### src/rtl/alarm_sequencer.sv
// Prioritised alarm melody player: latches ring edges, plays a stepped square-wave melody per channel.
// Optional build macro ALARM_REPEAT_EN replays each melody REPEATS times before the channel completes.
module alarm_sequencer #(
  parameter int N_CH      = 4,
  parameter int STEPS     = 4,
  parameter int DIV_W     = 8,
  parameter int BASE_HALF = 2,
  parameter int STEP_HALF = 1,
  parameter int REPEATS   = 2
) (
  input  logic                     clk,
  input  logic                     rst,
  input  logic                     clk_1hz_posedge,
  input  logic [N_CH-1:0]          ring,
  input  logic                     stop,
  output logic                     speaker,
  output logic                     busy,
  output logic [$clog2(N_CH)-1:0]  cur_ch,
  output logic [$clog2(STEPS)-1:0] cur_step,
  output logic [N_CH-1:0]          pending
);
  localparam int CW = $clog2(N_CH);
  localparam int SW = $clog2(STEPS);

  typedef enum logic {IDLE = 1'b0, PLAY = 1'b1} state_t;

  function automatic logic [CW-1:0] lowest(input logic [N_CH-1:0] v);
    logic [CW-1:0] r;
    r = '0;
    for (int i = N_CH - 1; i >= 0; i--) begin
      if (v[i]) r = CW'(i);
    end
    return r;
  endfunction

  state_t           state;
  logic [N_CH-1:0]  ring_q;
  logic             armed;
  logic             fresh;
  logic [DIV_W-1:0] cnt;
`ifdef ALARM_REPEAT_EN
  logic [3:0]       rep;
`endif

  logic [N_CH-1:0]  rise_s, oh_s, others_s;
  logic [CW-1:0]    lo_all_s, lo_oth_s, start_ch_s;
  logic [SW-1:0]    tone_s;
  logic [DIV_W-1:0] half_s;
  logic             tick_ok_s, last_step_s, last_rep_s;
  logic             start_s, idle_s, end_s, adv_s;

  // Armed gating keeps a ring held high through reset from looking like an edge.
  always_comb begin
    rise_s      = ring & ~ring_q & {N_CH{armed}};
    oh_s        = {{(N_CH-1){1'b0}}, 1'b1} << cur_ch;
    others_s    = pending & ~oh_s;
    lo_all_s    = lowest(pending);
    lo_oth_s    = lowest(others_s);
    tone_s      = cur_ch[0] ? (SW'(STEPS - 1) - cur_step) : cur_step;
    half_s      = DIV_W'(BASE_HALF) + DIV_W'(tone_s) * DIV_W'(STEP_HALF);
    tick_ok_s   = clk_1hz_posedge & ~fresh;
    last_step_s = (cur_step == SW'(STEPS - 1));
`ifdef ALARM_REPEAT_EN
    last_rep_s  = (rep == 4'(REPEATS - 1));
`else
    last_rep_s  = 1'b1;
`endif
    start_s    = 1'b0;
    start_ch_s = '0;
    idle_s     = 1'b0;
    end_s      = 1'b0;
    adv_s      = 1'b0;
    case (state)
      IDLE: begin
        if (|pending) begin
          start_s    = 1'b1;
          start_ch_s = lo_all_s;
        end else begin
          idle_s = 1'b1;
        end
      end
      PLAY: begin
        if (stop || (tick_ok_s && last_step_s && last_rep_s)) begin
          end_s = 1'b1;
          if (|others_s) begin
            start_s    = 1'b1;
            start_ch_s = lo_oth_s;
          end else begin
            idle_s = 1'b1;
          end
        end else if (lo_all_s < cur_ch) begin
          start_s    = 1'b1;
          start_ch_s = lo_all_s;
        end else if (tick_ok_s) begin
          adv_s = 1'b1;
        end else begin
          adv_s = 1'b0;
        end
      end
      default: idle_s = 1'b1;
    endcase
  end

  // Sequencer state, request latch and tone generator.
  always_ff @(posedge clk) begin
    if (rst) begin
      state    <= IDLE;
      ring_q   <= '0;
      armed    <= 1'b0;
      fresh    <= 1'b0;
      cnt      <= '0;
      speaker  <= 1'b0;
      busy     <= 1'b0;
      cur_ch   <= '0;
      cur_step <= '0;
      pending  <= '0;
`ifdef ALARM_REPEAT_EN
      rep      <= 4'd0;
`endif
    end else begin
      ring_q  <= ring;
      armed   <= 1'b1;
      pending <= end_s ? ((pending & ~oh_s) | rise_s) : (pending | rise_s);
      if (start_s) begin
        state    <= PLAY;
        busy     <= 1'b1;
        cur_ch   <= start_ch_s;
        cur_step <= '0;
        cnt      <= '0;
        speaker  <= 1'b0;
        fresh    <= 1'b1;
`ifdef ALARM_REPEAT_EN
        rep      <= 4'd0;
`endif
      end else if (idle_s) begin
        state    <= IDLE;
        busy     <= 1'b0;
        cur_ch   <= '0;
        cur_step <= '0;
        cnt      <= '0;
        speaker  <= 1'b0;
        fresh    <= 1'b0;
      end else if (adv_s) begin
        fresh   <= 1'b0;
        cnt     <= '0;
        speaker <= 1'b0;
        if (last_step_s) begin
          cur_step <= '0;
`ifdef ALARM_REPEAT_EN
          rep      <= rep + 4'd1;
`endif
        end else begin
          cur_step <= cur_step + SW'(1);
        end
      end else begin
        fresh <= 1'b0;
        if (cnt == half_s - DIV_W'(1)) begin
          cnt     <= '0;
          speaker <= ~speaker;
        end else begin
          cnt <= cnt + DIV_W'(1);
        end
      end
    end
  end
endmodule

### config.mk
export PLATFORM = sky130hd
export DESIGN_NAME = alarm_sequencer
export DESIGN_NICKNAME = d
export VERILOG_FILES = /design/src/rtl/alarm_sequencer.sv
export SDC_FILE = /design/constraint.sdc
export NUM_CORES = 1
export LEC_CHECK = 0
export CORE_MARGIN = 8
export CORE_UTILIZATION = 60
export CTS_BUF_LIST = sky130_fd_sc_hd__clkbuf_2
export DETAILED_ROUTE_END_ITERATION = 8
export GPL_TIMING_DRIVEN = 0
export PLACE_DENSITY = 0.93
export RECOVER_POWER = 100
export SLEW_MARGIN = 30
export SYNTH_ARGS = -nofsm -noshare
export SYNTH_HDL_FRONTEND = slang
export SYNTH_SLANG_ARGS = --single-unit
### constraint.sdc
create_clock -name clk -period 5.6 [get_ports clk]
set_clock_uncertainty 0.05 [all_clocks]
set_input_delay 1.68 -clock clk [delete_from_list [all_inputs] [get_ports clk]]
set_output_delay 1.68 -clock clk [all_outputs]
set_load 0.05 [all_outputs]
==> results of run 1 <==
[area by class of cell]
class / count / area, um2 / area share [%]
Inverter: 6 / 22.52 / 1.540
Clock inverter: 1 / 30.03 / 2.053
Multi-Input combinational cell: 98 / 694.4 / 47.48
Buffer: 4 / 26.28 / 1.796
Tap cell: 27 / 33.78 / 2.310
Clock buffer: 3 / 15.01 / 1.027
Sequential cell: 24 / 480.5 / 32.85
Timing Repair Buffer: 16 / 160.2 / 10.95
[cell families (layout without fill, tap and decap cells)]
logic type,Yosys count,after routing
AND/OR/NAND/NOR,47,47
AO/OA/AOI/OAI,30,30
flip-flops,24,24
XOR/XNOR,11,11
buffers and inverters,10,30
multiplexers,6,6
adder cells (fa/ha/maj),4,4
[state kept, by name, summed over array words and instances, names as in the netlist]
| name | flops |
|---|---|
| ring_q | 4 |
| speaker | 1 |
| cur_step | 2 |
| fresh | 1 |
| pending | 4 |
| cur_ch | 2 |
| armed | 1 |
| state | 1 |
| cnt | 8 |
[per-layer routing]
metal	up-vias	track usage [%]	routed length, um
li1	529	-	-
met1	490	18.43	1143
met4	0	8.442	103
met3	13	3.498	112
met5	-	0	0
met2	28	29.25	1403
[placed cells by master, fill, tap and decap left out, drive strengths merged, types with 3 or more instances in the layout]
| cell | count |
|---|---|
| a21oi | 7 |
| nand3b | 4 |
| nor2 | 10 |
| o21ai | 5 |
| nand2b | 3 |
| nand3 | 6 |
| xor2 | 7 |
| nor3b | 3 |
| nor3 | 6 |
| nor2b | 6 |
| clkbuf | 5 |
| dlygate4sd3 | 15 |
| o211ai | 3 |
| xnor2 | 4 |
| dfxtp | 24 |
| o2111ai | 3 |
| inv | 6 |
| o31ai | 3 |
| mux2i | 5 |
| ha | 4 |
[critical path, stage by stage]
cell	delay [ns]
dlygate4sd3_1	0.56
and3b_1	0.21
o21ai_0	0.70
o211ai_1	0.39
a211oi_1	0.30
[how the worst max path moves through the flow]
| stage | endpoint | depth (start not counted) | startpoint |
|---|---|---|---|
| CTS | pending[1] | 1 | pending[1] |
| detailed placement | cnt[3] | 5 | clk_1hz_posedge |
| finish | cur_ch[1] | 5 | clk_1hz_posedge |
| global placement | cnt[1] | 5 | clk_1hz_posedge |
| global route | cur_ch[1] | 5 | clk_1hz_posedge |
| floorplan | cnt[1] | 4 | clk_1hz_posedge |
[where the power goes]
| group | internal, mW | total (mW) | leakage (nW) | switching, mW |
|---|---|---|---|---|
| sequential | 0.179 | 0.189 | 0.196 | 0.00975 |
| clock | 0.0615 | 0.114 | 0.0266 | 0.0523 |
| combinational | 0.0330 | 0.0834 | 0.351 | 0.0504 |
==> flow_summary_export.csv, run 1 <==
group,metric,value,unit
min_path,hp-start,"speaker",
power,leakage,0.5738,nW
floorplanning,core,0.001962,mm2
layout,area_growth_syn_to_layout,16.20,%
sta,whs,0.4550,ns
logic_synthesis,synthSimpleGateAreaFrac,22.07,%
layout,diodes,0,
floorplanning,dieArea,0.003819,mm2
global_routing,antenna_found_initial,0,
logic_synthesis,synth_xor_area_share,8.250,%
sta,finalWorstSetupSlack,1.981,ns
drt,routed_wl,2763,um
logic_synthesis,synthAdderAreaFrac,3.976,%
setup_path,critPathArrivalTime,3.84,ns
sta,grt_setup_unrepaired,"no",
floorplanning,io-pin-count,18,
clock_tree,cts_root_buf,"clkbuf_2",
power,cellPowerDensity,263.8,mW/mm2
drt,drc,0,
place,portBuffers,16,
setup_path,critical_path_required,5.82,ns
logic_synthesis,ys_warn_count,0,
setup_path,crit_path_end_kind,"flop",
setup_path,rr_endpoint,"cnt[3]",
global_routing,grt_pass1_vias,1084,
clock_tree,path_clk_slew,0.22,ns
sta,finalMaxSlewViolations,0,
logic_synthesis,syn_area,0.001259,mm2
clock_tree,h-tree-depth,1,
clock_tree,cts_inserted_buffers,3,
clock_tree,ctsResizeCount,0,
clock_tree,cts_tree,"yes",
logic_synthesis,synth_top_family_by_area,"simple AND/OR/NAND/NOR gates",
layout,fill_cells,152,
floorplanning,die_h,61.80,um
logic_synthesis,synth_cells,132,
setup_path,path_class,"in -> reg",
logic_synthesis,syn_area_per_cell,9.536,um2
logic_synthesis,synthFlopType,"dfxtp_1",
logic_synthesis,synth_edf_count,0,
sta,finalSetupTns,0,ns
sta,relSlewSlack,41.13,%
min_path,hold_path_class,"reg -> reg",
global_routing,grt_max_degree,15,
logic_synthesis,synth_top_area_cell,"dfxtp_1",
logic_synthesis,synthMuxAreaShare,4.871,%
drt,vias,1060,
layout,layout.cells.non_filler,179,
drt,drtIter0Drc,56,
logic_synthesis,synth_nets,144,
logic_synthesis,ys_async_sr_fraction,0,%
sta,min_period_over_period,64.62,%
setup_path,worst_r2r_path_depth,6,
logic_synthesis,synth_area_leaders,"dfxtp_1 38%, xor2_1 4.2%, ha_1 4.0%",
logic_synthesis,ys_seq_area_share,38.17,%
sta,fmax,0.2764,GHz
job,cap_violations,0,
sta,layout_min_cycle_time,3.619,ns
clock_tree,cts_hold_buf,0,
sta,hold_violations,0,
drt,drt-pass1-iter-count,4,
place,dp_cells,175,
run_status,status,"finished clean",
sta,tightest_slew,0.8737,ns
place,place_congestion,0.9165,
layout,postLayoutCellArea,0.001463,mm2
logic_synthesis,synth_compound_area_share,18.79,%
logic_synthesis,yosys-top-cells-count,"24 x dfxtp_1, 10 x nor2_1",
place,place_area,0.001453,mm2
min_path,holdPathEnd,"speaker",
power,total_power,385.9,uW
setup_path,path_max_fanout,7,
layout,layout-drive-gt1-share,5.921,%
min_path,holdPathStages,2,
logic_synthesis,ys_types,45,
floorplanning,initial_utilization,64.16,%
global_routing,grt_overflow_total,0,
logic_synthesis,yosys.area.top_type_share,38.17,%
floorplanning,fp-row-count,16,
clock_tree,cts_setup_buffers,0,
global_routing,grt_usage,16.67,%
clock_tree,cts.sinks,24,
sta,setup_viol,0,
setup_path,rrSetupSlack,3.07,ns
place,dp_hpwl,2058,um
logic_synthesis,ys_ff_latch,24,
global_routing,grt_first_pass_wirelength,4788,um
setup_path,start_kind,"input port",
drt,via_per_inst,5.922,
layout,final_nets,165,
floorplanning,die_width,61.80,um
clock_tree,clock_latency,0.34,ns
place,pre_cts_ws,2.222,ns
drt,wire_per_inst,15.44,um
drt,detail-route-antenna-nets,0,
setup_path,reg2reg_from,"cur_ch[1]",
power,max-vdd-ir-drop,0.2517,mV
layout,final_util,74.55,%
clock_tree,clk_path_buf_depth,2,
logic_synthesis,synth_most_common_cell,"dfxtp_1",
Note: power is estimated with default switching activity, not from simulation.
==> run 2: changes to the inputs <==
--- a/config.mk
+++ b/config.mk
@@ -6,11 +6,11 @@
 export NUM_CORES = 1
 export LEC_CHECK = 0
 export CORE_MARGIN = 8
-export CORE_UTILIZATION = 60
+export CORE_UTILIZATION = 55
 export CTS_BUF_LIST = sky130_fd_sc_hd__clkbuf_2
 export DETAILED_ROUTE_END_ITERATION = 8
 export GPL_TIMING_DRIVEN = 0
-export PLACE_DENSITY = 0.93
+export PLACE_DENSITY = 0.86
 export RECOVER_POWER = 100
 export SLEW_MARGIN = 30
 export SYNTH_ARGS = -nofsm -noshare
==> constraint.sdc (replaced) <==
create_clock -name clk -period 3.45 [get_ports clk]
set_clock_uncertainty 0.05 [all_clocks]
set_input_delay 1.035 -clock clk [delete_from_list [all_inputs] [get_ports clk]]
set_output_delay 1.035 -clock clk [all_outputs]
set_load 0.05 [all_outputs]
==> run 2 against run 1 <==
Die area increased by 6.7%. Total power up 43%. First-iteration DRC count decreased by 36%.
==> flow_summary_export.csv, run 2 (synthesized netlist as in run 1, its figures left out) <==
group,metric,value,unit
clock_tree,cts_hold_buf,0,
drt,wl_met3,129,um
drt,via_per_inst,5.866,
power,swShare,33.03,%
layout,final_common_cell,"dfxtp_1",
global_routing,antenna_found_initial,0,
clock_tree,h-tree-depth,1,
sta,hold_violations,0,
clock_tree,cts.sinks,24,
global_routing,grt_first_pass_wirelength,4912,um
floorplanning,dieArea,0.004076,mm2
layout,area_growth_syn_to_layout,15.01,%
floorplanning,core,0.002191,mm2
layout,final_nets,165,
place,place_congestion,0.9352,
clock_tree,cts_root_buf,"clkbuf_2",
drt,drt-pass1-iter-count,4,
layout,postLayoutCellArea,0.001448,mm2
global_routing,grt_usage,14.51,%
global_routing,grt_overflow_total,0,
drt,met2WireLength,1457,um
min_path,holdPathStages,2,
drt,highest_layer,"met4",
layout,final_util,66.08,%
layout,largest_reg_flops,8,
floorplanning,io-pin-count,18,
clock_tree,path_clk_slew,0.23,ns
setup_path,start_kind,"input port",
setup_path,reg2reg_from,"cur_ch[1]",
power,p_int,368.9,uW
sta,min_period_over_period,85.11,%
clock_tree,cts_inserted_buffers,3,
layout,mostFrequentLayoutCells,"24 x dfxtp_1, 15 x dlygate4sd3_1, 10 x nor2_1",
clock_tree,ctsResizeCount,0,
power,comb_power_share,25.2,%
setup_path,worst_r2r_path_depth,6,
power,power_switching,181.9,uW
place,portBuffers,16,
drt,wire_per_inst,15.94,um
job,cap_violations,0,
sta,finalMaxSlewViolations,0,
min_path,hp-start,"speaker",
floorplanning,fp-row-count,17,
clock_tree,cts_setup_buffers,0,
sta,setup_viol,0,
global_routing,grt_max_degree,13,
power,seq_power_share,55.7,%
sta,layout_min_cycle_time,2.936,ns
power,max-vdd-ir-drop,0.2104,mV
min_path,holdPathEnd,"speaker",
drt,routed_wl,2854,um
layout,largest_register,"cnt",
sta,tightest_slew,1.135,ns
power,leakage,0.5623,nW
setup_path,path_max_fanout,7,
setup_path,path_class,"in -> reg",
place,place_area,0.001454,mm2
clock_tree,clk_path_buf_depth,2,
drt,drc,0,
setup_path,critical_path_required,3.67,ns
place,dp_hpwl,2115,um
floorplanning,die_width,63.84,um
power,cellPowerDensity,380.5,mW/mm2
clock_tree,clock_latency,0.34,ns
layout,layout-drive-gt1-share,5.960,%
clock_tree,cts_tree,"yes",
run_status,status,"finished clean",
drt,detail-route-antenna-nets,0,
drt,drtIter0Drc,36,
floorplanning,die_h,63.84,um
drt,vias,1050,
sta,finalSetupTns,0,ns
layout,reg.largest.list,"cnt: 8 flops, pending: 4 flops, ring_q: 4 flops",
sta,whs,0.4521,ns
sta,fmax,0.3406,GHz
floorplanning,initial_utilization,57.45,%
power,pwr-share-clk,19.2,%
setup_path,rr_endpoint,"cnt[2]",
global_routing,grt_pass1_vias,1097,
setup_path,crit_path_end_kind,"flop",
min_path,hold_path_class,"reg -> reg",
setup_path,critPathArrivalTime,3.16,ns
setup_path,rrSetupSlack,0.96,ns
drt,met1_length,1215,um
sta,grt_setup_unrepaired,"no",
sta,relSlewSlack,23.50,%
layout,diodes,0,
-- run 2: cell types whose count changed in the layout (fill, tap and decap cells not counted) --
| cell | before | now |
|---|---|---|
| o211ai_1 | 3 | 2 |
| o211ai_4 | 0 | 1 |
| bufinv_16 | 1 | 0 |
-- run 2: routing by layer --
layer	up-vias	track usage (%)
li1	520	-
met1	500	15.80
met2	23	26.98
met3	7	2.439
met4	0	5.850
met5	-	0
-- run 2: cell type report --
type,instances,area [um2]
Fill cell,195,743.2
Multi-Input combinational cell,98,708.2
Sequential cell,24,480.5
Timing Repair Buffer,16,160.2
Tap cell,28,35.03
Buffer,4,26.28
Inverter,6,22.52
Clock buffer,3,15.01
-- run 2: worst max path at each step --
stage | from | endpoint | cells past startpoint
2_1_floorplan | cur_ch[1] | cnt[2] | 6
5_1_grt | clk_1hz_posedge | cur_ch[1] | 5
4_1_cts | cur_ch[0] | cur_ch[0] | 1
6_report | clk_1hz_posedge | cur_ch[1] | 5
3_3_place_gp | clk_1hz_posedge | cnt[1] | 5
3_5_place_dp | clk_1hz_posedge | cnt[2] | 5
-- run 2: per-stage QoR --
stage	setup WS [ns]	std cells	power (mW)
finish	0.5138	179	0.5508
global placement	0.7881	176	0.4524
global route	0.3965	179	0.5765
floorplan	1.211	132	0.4145
detailed placement	0.7332	176	0.4566
CTS	0.6231	179	0.5566
-- run 2: power groups by stage --
stage	logic (mW)	registers [mW]	clock network [mW]
global placement	0.141	0.312	0
floorplan	0.0826	0.332	0
global route	0.151	0.309	0.117
detailed placement	0.144	0.313	0
CTS	0.145	0.307	0.104
finish	0.139	0.307	0.106
-- run 2: critical path: stages --
cell and delay [ns]:
dlygate4sd3_1 0.57, and3b_1 0.21, o21ai_0 0.89, mux2i_1 0.19, a211oi_1 0.27
